$ cat src/rtl/voice_mixer.sv
// voice_mixer: collects one sample per active voice per frame and outputs their floor average
module voice_mixer #(
  parameter int NUM_VOICES = 4,
  parameter int SAMPLE_W   = 8
) (
  input  logic                           clk,
  input  logic                           n_rst,
  input  logic [NUM_VOICES-1:0]          voice_active,
  input  logic [NUM_VOICES-1:0]          voice_done,
  input  logic [NUM_VOICES*SAMPLE_W-1:0] voice_samples,
  input  logic                           out_ready,
  output logic                           ready,
  output logic [SAMPLE_W-1:0]            comb_waveform,
  output logic                           busy,
  output logic                           overrun
);
  localparam int SUM_W  = SAMPLE_W + $clog2(NUM_VOICES);
  localparam int CNT_W  = $clog2(NUM_VOICES + 1);
  localparam int STEP_W = $clog2(SUM_W + 1);

  typedef enum logic [1:0] {IDLE, DIV, OUT} state_t;
  state_t r_state, w_next;

  logic [NUM_VOICES-1:0] r_got, r_mask, w_got_base, w_mask_base, w_fmask, w_cap;
  logic [SAMPLE_W-1:0]   r_samp [NUM_VOICES];
  logic                  w_complete, w_clr, w_start, r_overrun, w_ge;
  logic [SUM_W-1:0]      r_acc, w_sum;
  logic [CNT_W-1:0]      r_cnt, w_pop;
  logic [CNT_W:0]        r_rem, w_trial;
  logic [STEP_W-1:0]     r_step;
  logic [SAMPLE_W-1:0]   r_out;

  // Frame tracking; a frame handed to the datapath is cleared so a new one can start that same edge
  always_comb begin
    w_complete  = (r_got == r_mask) && (r_mask != '0);
    w_clr       = (r_state == IDLE) && w_complete;
    w_got_base  = w_clr ? '0 : r_got;
    w_mask_base = w_clr ? '0 : r_mask;
    w_start     = (w_got_base == '0) && ((voice_done & voice_active) != '0);
    w_fmask     = w_start ? voice_active : w_mask_base;
    w_cap       = voice_done & w_fmask;
  end

  // Sum and count of the voices in the completed frame
  always_comb begin
    w_sum = '0;
    w_pop = '0;
    for (int i = 0; i < NUM_VOICES; i++) begin
      if (r_mask[i]) begin
        w_sum = w_sum + SUM_W'(r_samp[i]);
        w_pop = w_pop + 1'b1;
      end
    end
  end

  // One restoring-division step: shift in the next dividend bit and try subtracting the count
  always_comb begin
    w_trial = {r_rem[CNT_W-1:0], r_acc[SUM_W-1]};
    w_ge    = w_trial >= {1'b0, r_cnt};
  end

  // Collector registers: capture strobes, flag repeats within a frame as overrun
  always_ff @(posedge clk or negedge n_rst) begin
    if (!n_rst) begin
      r_got     <= '0;
      r_mask    <= '0;
      r_overrun <= 1'b0;
      for (int i = 0; i < NUM_VOICES; i++) r_samp[i] <= '0;
    end else begin
      r_got  <= w_got_base | w_cap;
      r_mask <= w_fmask;
      if ((w_cap & w_got_base) != '0) r_overrun <= 1'b1;
      for (int i = 0; i < NUM_VOICES; i++)
        if (w_cap[i]) r_samp[i] <= voice_samples[i*SAMPLE_W +: SAMPLE_W];
    end
  end

  // Datapath state register
  always_ff @(posedge clk or negedge n_rst) begin
    if (!n_rst) r_state <= IDLE;
    else        r_state <= w_next;
  end

  // Next state: DIV holds one extra cycle after the last quotient bit to register the result
  always_comb begin
    w_next = r_state;
    if (r_state == IDLE && w_complete) w_next = DIV;
    if (r_state == DIV && r_step == STEP_W'(SUM_W)) w_next = OUT;
    if (r_state == OUT && out_ready) w_next = IDLE;
  end

  // Divider registers; quotient bits shift into the accumulator as dividend bits shift out
  always_ff @(posedge clk or negedge n_rst) begin
    if (!n_rst) begin
      r_acc  <= '0;
      r_cnt  <= '0;
      r_rem  <= '0;
      r_step <= '0;
      r_out  <= '0;
    end else begin
      case (r_state)
        IDLE: if (w_complete) begin
          r_acc  <= w_sum;
          r_cnt  <= w_pop;
          r_rem  <= '0;
          r_step <= '0;
        end
        DIV: if (r_step == STEP_W'(SUM_W)) r_out <= r_acc[SAMPLE_W-1:0];
        else begin
          r_rem  <= w_ge ? w_trial - {1'b0, r_cnt} : w_trial;
          r_acc  <= {r_acc[SUM_W-2:0], w_ge};
          r_step <= r_step + 1'b1;
        end
        default: ;
      endcase
    end
  end

  assign ready         = r_state == OUT;
  assign busy          = r_state != IDLE;
  assign comb_waveform = r_out;
  assign overrun       = r_overrun;
endmodule

$ cat config.mk
export PLATFORM = sky130hd
export DESIGN_NAME = voice_mixer
export DESIGN_NICKNAME = d
export VERILOG_FILES = /design/src/rtl/voice_mixer.sv
export SDC_FILE = /design/constraint.sdc
export NUM_CORES = 1
export LEC_CHECK = 0
export CORE_MARGIN = 2
export CORE_UTILIZATION = 30
export CTS_CLUSTER_DIAMETER = 200
export CTS_CLUSTER_SIZE = 28
export DETAILED_ROUTE_END_ITERATION = 6
export PLACE_DENSITY_LB_ADDON = 0.12
export SYNTH_ARGS = -nofsm -noshare
export SYNTH_HDL_FRONTEND = slang
export SYNTH_SLANG_ARGS = --single-unit
export TNS_END_PERCENT = 20
$ cat constraint.sdc
create_clock -name clk -period 5.1 [get_ports clk]
set_clock_uncertainty 0.15 [all_clocks]
set_input_delay 1.02 -clock clk [delete_from_list [all_inputs] [get_ports clk]]
set_output_delay 1.02 -clock clk [all_outputs]
set_load 0.05 [all_outputs]
==> results of run 1 <==
==> worst max-delay path: cells and delay by family (launching register included) <==
family / cells / cell delay (ns)
AOI/OAI and AO/OA: 10 / 1.59
xor gates and xnor gates: 2 / 0.27
adders and majority gates: 4 / 1.24
buffers and inverters: 1 / 0.06
DFF: 1 / 0.41
muxes: 1 / 0.27
and+or+nand+nor: 3 / 0.56
==> layout by cell type (no fill, tap or decap), types with 3 or more instances in the layout <==
master	instances
or4_1	3
a22oi_1	6
inv_1	25
xnor2_1	16
a21o_1	5
nand4_1	4
and3_1	4
a41oi_1	3
mux2i_1	8
and2_1	10
o41ai_1	3
xor2_1	6
nand2b_1	5
dfrtp_1	71
nor2b_1	4
nand3_1	11
mux2_2	34
ha_1	31
a21oi_1	22
a211oi_1	5
o2111ai_1	3
clkbuf_16	9
o211ai_1	5
a211o_1	3
nand2_1	37
fa_1	4
buf_4	8
o21ai_1	3
mux2_4	16
nor3_1	4
clkdlybuf4s50_1	52
nor2_1	27
o21ai_0	26
o21a_1	6
==> worst paths after layout <==
| path | from | end | slack [ns] | cells past startpoint |
|---|---|---|---|---|
| min | r_acc[8]$_DFFE_PN0P_ | r_acc[9]$_DFFE_PN0P_ | 0.34 | 2 |
| min reg2reg | r_acc[8]$_DFFE_PN0P_ | r_acc[9]$_DFFE_PN0P_ | 0.34 | 2 |
| max in group asynchronous | n_rst | r_acc[0]$_DFFE_PN0P_ | 3.20 | 2 |
| max | r_mask[0]$_DFF_PN0_ | r_acc[7]$_DFFE_PN0P_ | 0.45 | 21 |
| max reg2reg | r_mask[0]$_DFF_PN0_ | r_acc[7]$_DFFE_PN0P_ | 0.45 | 21 |
| min in group asynchronous | n_rst | r_samp[21]$_DFFE_PN0P_ | 0.60 | 1 |
==> what timing repair did <==
action,in CTS,in global routing
resized for setup,0,7
hold endpoints to repair,0,0
hold buffers,0,0
endpoints found under the setup margin,0,4
==> cell type report <==
type / count / area (um2)
clock buffers: 13 / 260
fillers: 1505 / 9410
well taps: 188 / 235
clock inverters: 3 / 65.1
multi-input cells: 346 / 2720
inverters: 26 / 97.6
flip-flops and latches: 71 / 1780
repair buffers: 61 / 586
==> report_power, final <==
part | internal, mW | switching [mW] | leakage, nW | total, mW
Combinational | 0.320 | 0.354 | 1.53 | 0.675
Clock | 0.454 | 0.237 | 0.160 | 0.692
Sequential | 0.583 | 0.0156 | 0.896 | 0.599
Total | 1.36 | 0.607 | 2.59 | 1.96
==> flip-flops by register name, summed over array words and instances, names as in the netlist <==
name / flops
r_acc: 10
r_samp: 32
overrun: 1
r_got: 4
comb_waveform: 8
r_rem: 3
r_state: 2
r_mask: 4
r_step: 4
r_cnt: 3
==> synth_stat cells (3+ instances only) <==
| cell type | number |
|---|---|
| a22oi_1 | 6 |
| xor2_1 | 6 |
| a41oi_1 | 3 |
| nand4_1 | 4 |
| a21o_1 | 5 |
| dfrtp_1 | 71 |
| nand2_1 | 37 |
| nor2_1 | 27 |
| o2111ai_1 | 3 |
| nand3_1 | 11 |
| nand2b_1 | 5 |
| inv_1 | 25 |
| xnor2_1 | 17 |
| o211ai_1 | 5 |
| o41ai_1 | 3 |
| ha_1 | 31 |
| mux2_4 | 16 |
| o21a_1 | 6 |
| o21ai_0 | 29 |
| mux2_2 | 34 |
| and2_1 | 10 |
| and3_1 | 4 |
| nor3_1 | 4 |
| nor2b_1 | 5 |
| or4_1 | 3 |
| a21oi_1 | 22 |
| clkbuf_1 | 10 |
| a211o_1 | 3 |
| mux2i_1 | 8 |
| a211oi_1 | 5 |
| fa_1 | 4 |
==> stage by stage <==
step,setup WS (ns),utilization [%],power (mW),instance area [um2],hold WS (ns)
final,0.450,37.9,1.96,5740,0.336
after global routing,0.0168,37.9,2.09,5740,0.375
after CTS,0.0982,37.8,1.98,5720,0.336
after detailed placement,0.136,35.6,1.28,5390,0.325
after global placement,0.315,35.6,1.27,5390,0.333
after floorplan,0.483,-,1.09,4650,0.302
==> routing by layer <==
metal  GRT usage, %  up-vias  wire length, um  share of wire, %
li1               -     1767                -                 -
met1           20.6     1738             5620                50
met2           23.2       52             5110                45
met3           3.45        7              422               3.7
met4           4.48        0              109              0.97
met5              0        -                0                 0
==> cell families (layout without fill, tap and decap cells) <==
family / count (synthesis) / after routing / synth area share (%)
muxes: 58 / 58 / 15.1
xor gates and xnor gates: 23 / 23 / 4.33
adders and majority gates: 35 / 35 / 10.1
and+or+nand+nor: 123 / 123 / 13.2
AOI/OAI and AO/OA: 107 / 107 / 15.3
buffers and inverters: 42 / 103 / 3.77
DFF: 71 / 71 / 38.2
==> metrics.md, run 1 <==
| Metric | Value |
|---|---|
| Crit path cell chain | `and2_1, ha_1, inv_1, fa_1, nor2b_2, o31ai_1, and2_1, xor2_1, o21ai_2, ha_1, o21a_1, o31a_1, a21oi_1, mux2_2, ha_1, a41oi_1, o21ai_1, o31ai_2, xnor2_1, a221oi_1, o21ai_0` |
| Peak supply drop | `approximately 0.17 mV` |
| Pins Over Slew Limit | `0` |
| DRC viols | `0` |
| Grt ovf | `0` |
| Initial antenna violation count | `0` |
| H-tree levels | `3` |
| Min-delay worst type | `flip-flop to flip-flop` |
| Mapped Avg Cell Area | `roughly 10 um2` |
| DR iter-0 viols | `138` |
| Slowest CP cell | `fa_1` |
| Final period util | `91.2%` |
| P&R area growth vs syn | `23.4%` |
| Worst-case clock buffer depth | `2` |
| RSZ-0062 raised after global routing | `no` |
| Final hold vios | `0` |
| Layout cells sized above 1 | `between 10% and 20%` |
| Std cell rows | `45` |
| WL final | `11,300 um` |
| CTS tree | `built` |
| Relative slew margins | `46.9%` |
| Num CTS Buffers | `9` |
| Clk_lat worst skew | `0.34 ns` |
| Die width | `between 100 and 150 um` |
| Port Buf Inserts | `53` |
| Synth warnings | `0` |
| Top cells by area, synth | `dfrtp_1 (38%), ha_1 (8.3%), mux2_2 (8.2%)` |
| Finished Layout Cells | `708` |
| Die Area | `~17,000 um2` |
| Cell mode on critical path | `ha_1` |
| Post-synth net total | `537` |
| Crit end category | `flip-flop` |
| Root Driver | `clkbuf_16` |
| Leakage | `2.59 nW` |
| Setup TNS | `0 ns` |
| Synthesized area | `between 4000 and 5000 um2` |
| Register area share after synthesis | `38.2%` |
| GRT Total Usage | `14.9%` |
| Max Cap Viol | `0` |
| CP arrival | `4.71 ns` |
| Placeable Area | `15,100 um2` |
| Largest stage delay, worst path | `between 0.4 and 0.5 ns` |
| Async set-reset flop share out of synthesis | `100%` |
| Post-DP HPWL | `roughly 8600 um` |
| Placed cell count | `692` |
| Yosys top cell area share | `38.2%` |
| Io pins | `54` |
| Post-synthesis cell count | `459` |
| Total Nets Final | `593` |
| Dominant cell type by area after synthesis | `dfrtp_1` |
| Worst EP required | `5.16 ns` |
| CP max FO | `5` |
| Post-synth EDFFs | `0` |
| Status | `finished, final reports clean` |
| CTS clk-pin slew, worst paths | `0.06 ns` |
| Routed len/inst | `between 15 and 20 um` |
| Largest net degree at the start of global routing | `40` |
| Antenna diodes | `0` |
| Finish-stage setup viols | `0` |
| GPL Wtd Cong | `0.806` |
| Post-synth cell types | `57` |
| Fmax | `0.215 GHz` |
| Top FF cell, synth | `dfrtp_1` |
| Routed vias | `3,564` |
| Vias in the first global route | `between 3,000 and 4,000` |
| Global-route wire length before repair | `19,200 um` |
| Slew @ Worst Pin | `0.797 ns` |
| WS Path Type | `flip-flop to flip-flop` |
| Min cycle time layout | `4.65 ns` |
| Clock sink count | `71` |
| Final ANT Viol Nets | `0` |
| Chip height | `128 um` |
| Pwr/cell area | `343 nW/um2` |
| Drt first pass iters | `4` |
| Post-DR vias/cell | `5.03` |
| Initial Util | `a little under a third` |
| Synthesized flop and latch total | `71` |
| Number of setup buffers added after CTS | `0` |
| Critical path startpoint category | `flip-flop` |
(Power assumes the default switching activity.)
==> inputs of run 2 (changes only) <==
clock period = 4.8 ns   (was 5.1 ns; I/O delays follow)
==> run 2 against run 1 <==
Effect of this change: via count rose by 0.65%; fmax rose by 2.5%; sequential share of layout area fell by 0.29 points; hold slack improved by 0.0079 ns; clock power fell by 9.7%; cell count rose by 0.14%; design area rose by 0.94%; worst setup slack got worse by 0.19 ns; largest cell class unchanged; highest routed layer unchanged.
==> metrics.md, run 2 (synthesized netlist as in run 1, its figures left out) <==
| Metric | Value |
|---|---|
| Power Total | `2.05 mW (was 1.96 mW)` |
| Beginning of the worst register-to-register path | `r_mask[0]$_DFF_PN0_ (unchanged)` |
| CP arrival | `4.60 ns (was 4.71 ns)` |
| Relative slew margins | `46.8% (was 46.9%)` |
| Post-DR vias/cell | `5.06 (was 5.03)` |
| Grt ovf | `0 (unchanged)` |
| Routed vias | `3,587 (was 3,564)` |
| Die Area | `16,500 um2 (unchanged)` |
| Routed len/inst | `16.4 um (was 15.9 um)` |
| Fill cells | `1,490 (was 1,505)` |
| DR iter-0 viols | `217 (was 138)` |
| Initial antenna violation count | `0 (unchanged)` |
| Root Driver | `clkbuf_16 (unchanged)` |
| Multi-input gate area | `2810 um2 (was 2720 um2)` |
| Vias in the first global route | `3,741 (was 3,767)` |
| Power Internal | `1.36 mW (about the same)` |
| Crit path launch | `r_mask[0]$_DFF_PN0_ (unchanged)` |
| Total Nets Final | `594 (was 593)` |
| Final ANT Viol Nets | `0 (unchanged)` |
| Std cell rows | `45 (unchanged)` |
| WS Path Type | `flip-flop to flip-flop (unchanged)` |
| Finish-stage setup viols | `0 (unchanged)` |
| Initial Util | `30.7% (unchanged)` |
| Status | `finished, final reports clean (unchanged)` |
| Reg power frac | `31.0% (was 30.5%)` |
| Clk pwr share | `30.5% (was 35.2%)` |
| Peak supply drop | `0.176 mV (was 0.168 mV)` |
| Slowest CP cell | `dfrtp_1 (was fa_1)` |
| Clock sink count | `71 (unchanged)` |
| Antenna diodes | `0 (unchanged)` |
| Pins Over Slew Limit | `0 (unchanged)` |
| H-tree levels | `3 (unchanged)` |
| Placed Area | `5390 um2 (about the same)` |
| DRC viols | `0 (unchanged)` |
| Hold path start | `r_cnt[0]$_DFFE_PN0P_ (was r_acc[8]$_DFFE_PN0P_)` |
| Post-DP HPWL | `8830 um (was 8590 um)` |
| Num CTS Buffers | `9 (unchanged)` |
| Fmax | `0.220 GHz (was 0.215 GHz)` |
| Max Cap Viol | `0 (unchanged)` |
| Die width | `128 um (unchanged)` |
| Final period util | `94.5% (was 91.2%)` |
| Placeable Area | `15,100 um2 (unchanged)` |
| Chip height | `128 um (unchanged)` |
| Register area | `1780 um2 (unchanged)` |
| Final instance area | `5790 um2 (was 5740 um2)` |
| Largest stage delay, worst path | `0.37 ns (was 0.42 ns)` |
| P&R area growth vs syn | `24.5% (was 23.4%)` |
| Pwr/cell area | `354 nW/um2 (was 343 nW/um2)` |
| GPL Wtd Cong | `0.802 (was 0.806)` |
| Critical path startpoint category | `flip-flop (unchanged)` |
| Most frequent cells in the layout | `dfrtp_1 (71), clkdlybuf4s50_1 (52), nand2_1 (36), mux2_2 (34) (was dfrtp_1 (71), clkdlybuf4s50_1 (52), nand2_1 (37), mux2_2 (34), ha_1 (31))` |
| Leakage | `2.58 nW (was 2.59 nW)` |
| Port Buf Inserts | `53 (unchanged)` |
| CP Buf/Inv Count | `3 (was 1)` |
| Max reg flops | `32 (unchanged)` |
| Worst-case clock buffer depth | `2 (unchanged)` |
| Net Switching | `0.689 mW (was 0.607 mW)` |
| Min cycle time layout | `4.54 ns (was 4.65 ns)` |
| CP delay by family, top | `compound AO/OA/AOI/OAI gates (unchanged)` |
| Global-route wire length before repair | `19,300 um (was 19,200 um)` |
| Io pins | `54 (unchanged)` |
| Largest register by flop count | `r_samp (unchanged)` |
| Crit path cell chain | `buf_4, nand2_2, inv_1, ha_1, a211o_1, nand2_1, xnor2_1, nand2_1, xnor2_2, ha_4, o21a_1, o31a_1, buf_4, o21a_1, nor2_1, xnor2_1, mux2_2, ha_4, o21ai_0, nand2b_1, o31ai_2, xnor2_1, a221oi_2, o21ai_0 (was and2_1, ha_1, inv_1, fa_1, nor2b_2, o31ai_1, and2_1, xor2_1, o21ai_2, ha_1, o21a_1, o31a_1, a21oi_1, mux2_2, ha_1, a41oi_1, o21ai_1, o31ai_2, xnor2_1, a221oi_1, o21ai_0)` |
| Crit end category | `flip-flop (unchanged)` |
| Combinational share of power | `38.5% (was 34.3%)` |
| Cell mode on critical path | `xnor2_1 (was ha_1)` |
| CP max FO | `13 (was 5)` |
| Sw frac | `33.5% (was 30.9%)` |
| Clk_lat worst skew | `0.34 ns (about the same)` |
| CTS tree | `built (unchanged)` |
| Slew @ Worst Pin | `0.797 ns (about the same)` |
| Worst EP required | `4.86 ns (was 5.16 ns)` |
| Min-delay worst type | `flip-flop to flip-flop (unchanged)` |
| Layout cells sized above 1 | `19.6% (was 16.3%)` |
| Commonest non-fill, non-tap cell in the layout | `dfrtp_1 (unchanged)` |
| Drt first pass iters | `4 (unchanged)` |
| WL final | `11,600 um (was 11,300 um)` |
| Largest net degree at the start of global routing | `47 (was 40)` |
| GRT Total Usage | `15.1% (was 14.9%)` |
| Final hold vios | `0 (unchanged)` |
| CTS clk-pin slew, worst paths | `0.06 ns (about the same)` |
-- run 2: cell count changes in the layout (fill, tap and decap cells not counted), sizes merged --
cell      before  now
buf            9   10
bufinv         2    0
clkbuf        13   11
clkinv         2    4
clkinvlp       0    2
-- run 2: final timing paths --
check / to / slack [ns] / cells after the start
hold reg to reg: r_cnt[0]$_DFFE_PN0P_ / 0.34 / 2
hold / removal: r_cnt[0]$_DFFE_PN0P_ / 0.34 / 2
setup reg to reg: r_acc[7]$_DFFE_PN0P_ / 0.26 / 24
min in group asynchronous: r_samp[8]$_DFFE_PN0P_ / 0.48 / 1
max in group asynchronous: comb_waveform[5]$_DFFE_PN0P_ / 2.99 / 2
setup / recovery: r_acc[7]$_DFFE_PN0P_ / 0.26 / 24
-- run 2: metal layers --
metal | vias up | wire length [um] | track usage [%]
met5 | - | 0 | 0
met4 | 0 | 189 | 5.82
met3 | 12 | 490 | 3.16
met2 | 56 | 5320 | 23.8
met1 | 1747 | 5600 | 20.5
li1 | 1772 | - | -
-- run 2: metrics by stage --
step                      setup slack [ns]  instances  util [%]  setup TNS, ns  hold slack (ns)
final                                0.265        709      38.2              0            0.344
after global routing              -0.00611        709      38.2       -0.00611            0.370
after CTS                           0.0268        707      37.4              0            0.353
after detailed placement           -0.0819        691      35.6        -0.0870            0.323
after global placement              0.0806        691      35.6              0            0.332
after floorplan                      0.183        459         -              0            0.302
-- run 2: cell type report --
class,count,area share (%)
sequential,71,30.7
inverter,26,1.69
clock inverter,5,0.583
clock buffer,11,4.19
tap,188,4.06
multi-input combinational,346,48.6
timing repair buffer,62,10.2
-- run 2: worst register-to-register path, cell delays in order, from the launching register on --
cell and delay [ns]:
dfrtp_1 0.37, buf_4 0.18, nand2_2 0.10, inv_1 0.05, ha_1 0.26, a211o_1 0.32
nand2_1 0.10, xnor2_1 0.11, nand2_1 0.10, xnor2_2 0.25, ha_4 0.25, o21a_1 0.16
o31a_1 0.11, buf_4 0.14, o21a_1 0.16, nor2_1 0.11, xnor2_1 0.08, mux2_2 0.30
ha_4 0.28, o21ai_0 0.08, nand2b_1 0.09, o31ai_2 0.08, xnor2_1 0.15, a221oi_2 0.29
o21ai_0 0.11
-- run 2: what timing repair did --
item,CTS,global route
endpoints found under the setup margin,2,4
pin swaps,0,8
endpoints found under the hold margin,0,0
hold buffers,0,0
setup buffers,0,2
resized for setup,2,23
-- run 2: power groups by stage --
| stage | sequential [mW] | combinational [mW] | clock [mW] |
|---|---|---|---|
| finish | 0.636 | 0.791 | 0.625 |
| floorplan | 0.639 | 0.522 | 0 |
| CTS | 0.635 | 0.722 | 0.643 |
| global placement | 0.646 | 0.703 | 0 |
| global route | 0.639 | 0.883 | 0.667 |
| detailed placement | 0.646 | 0.712 | 0 |
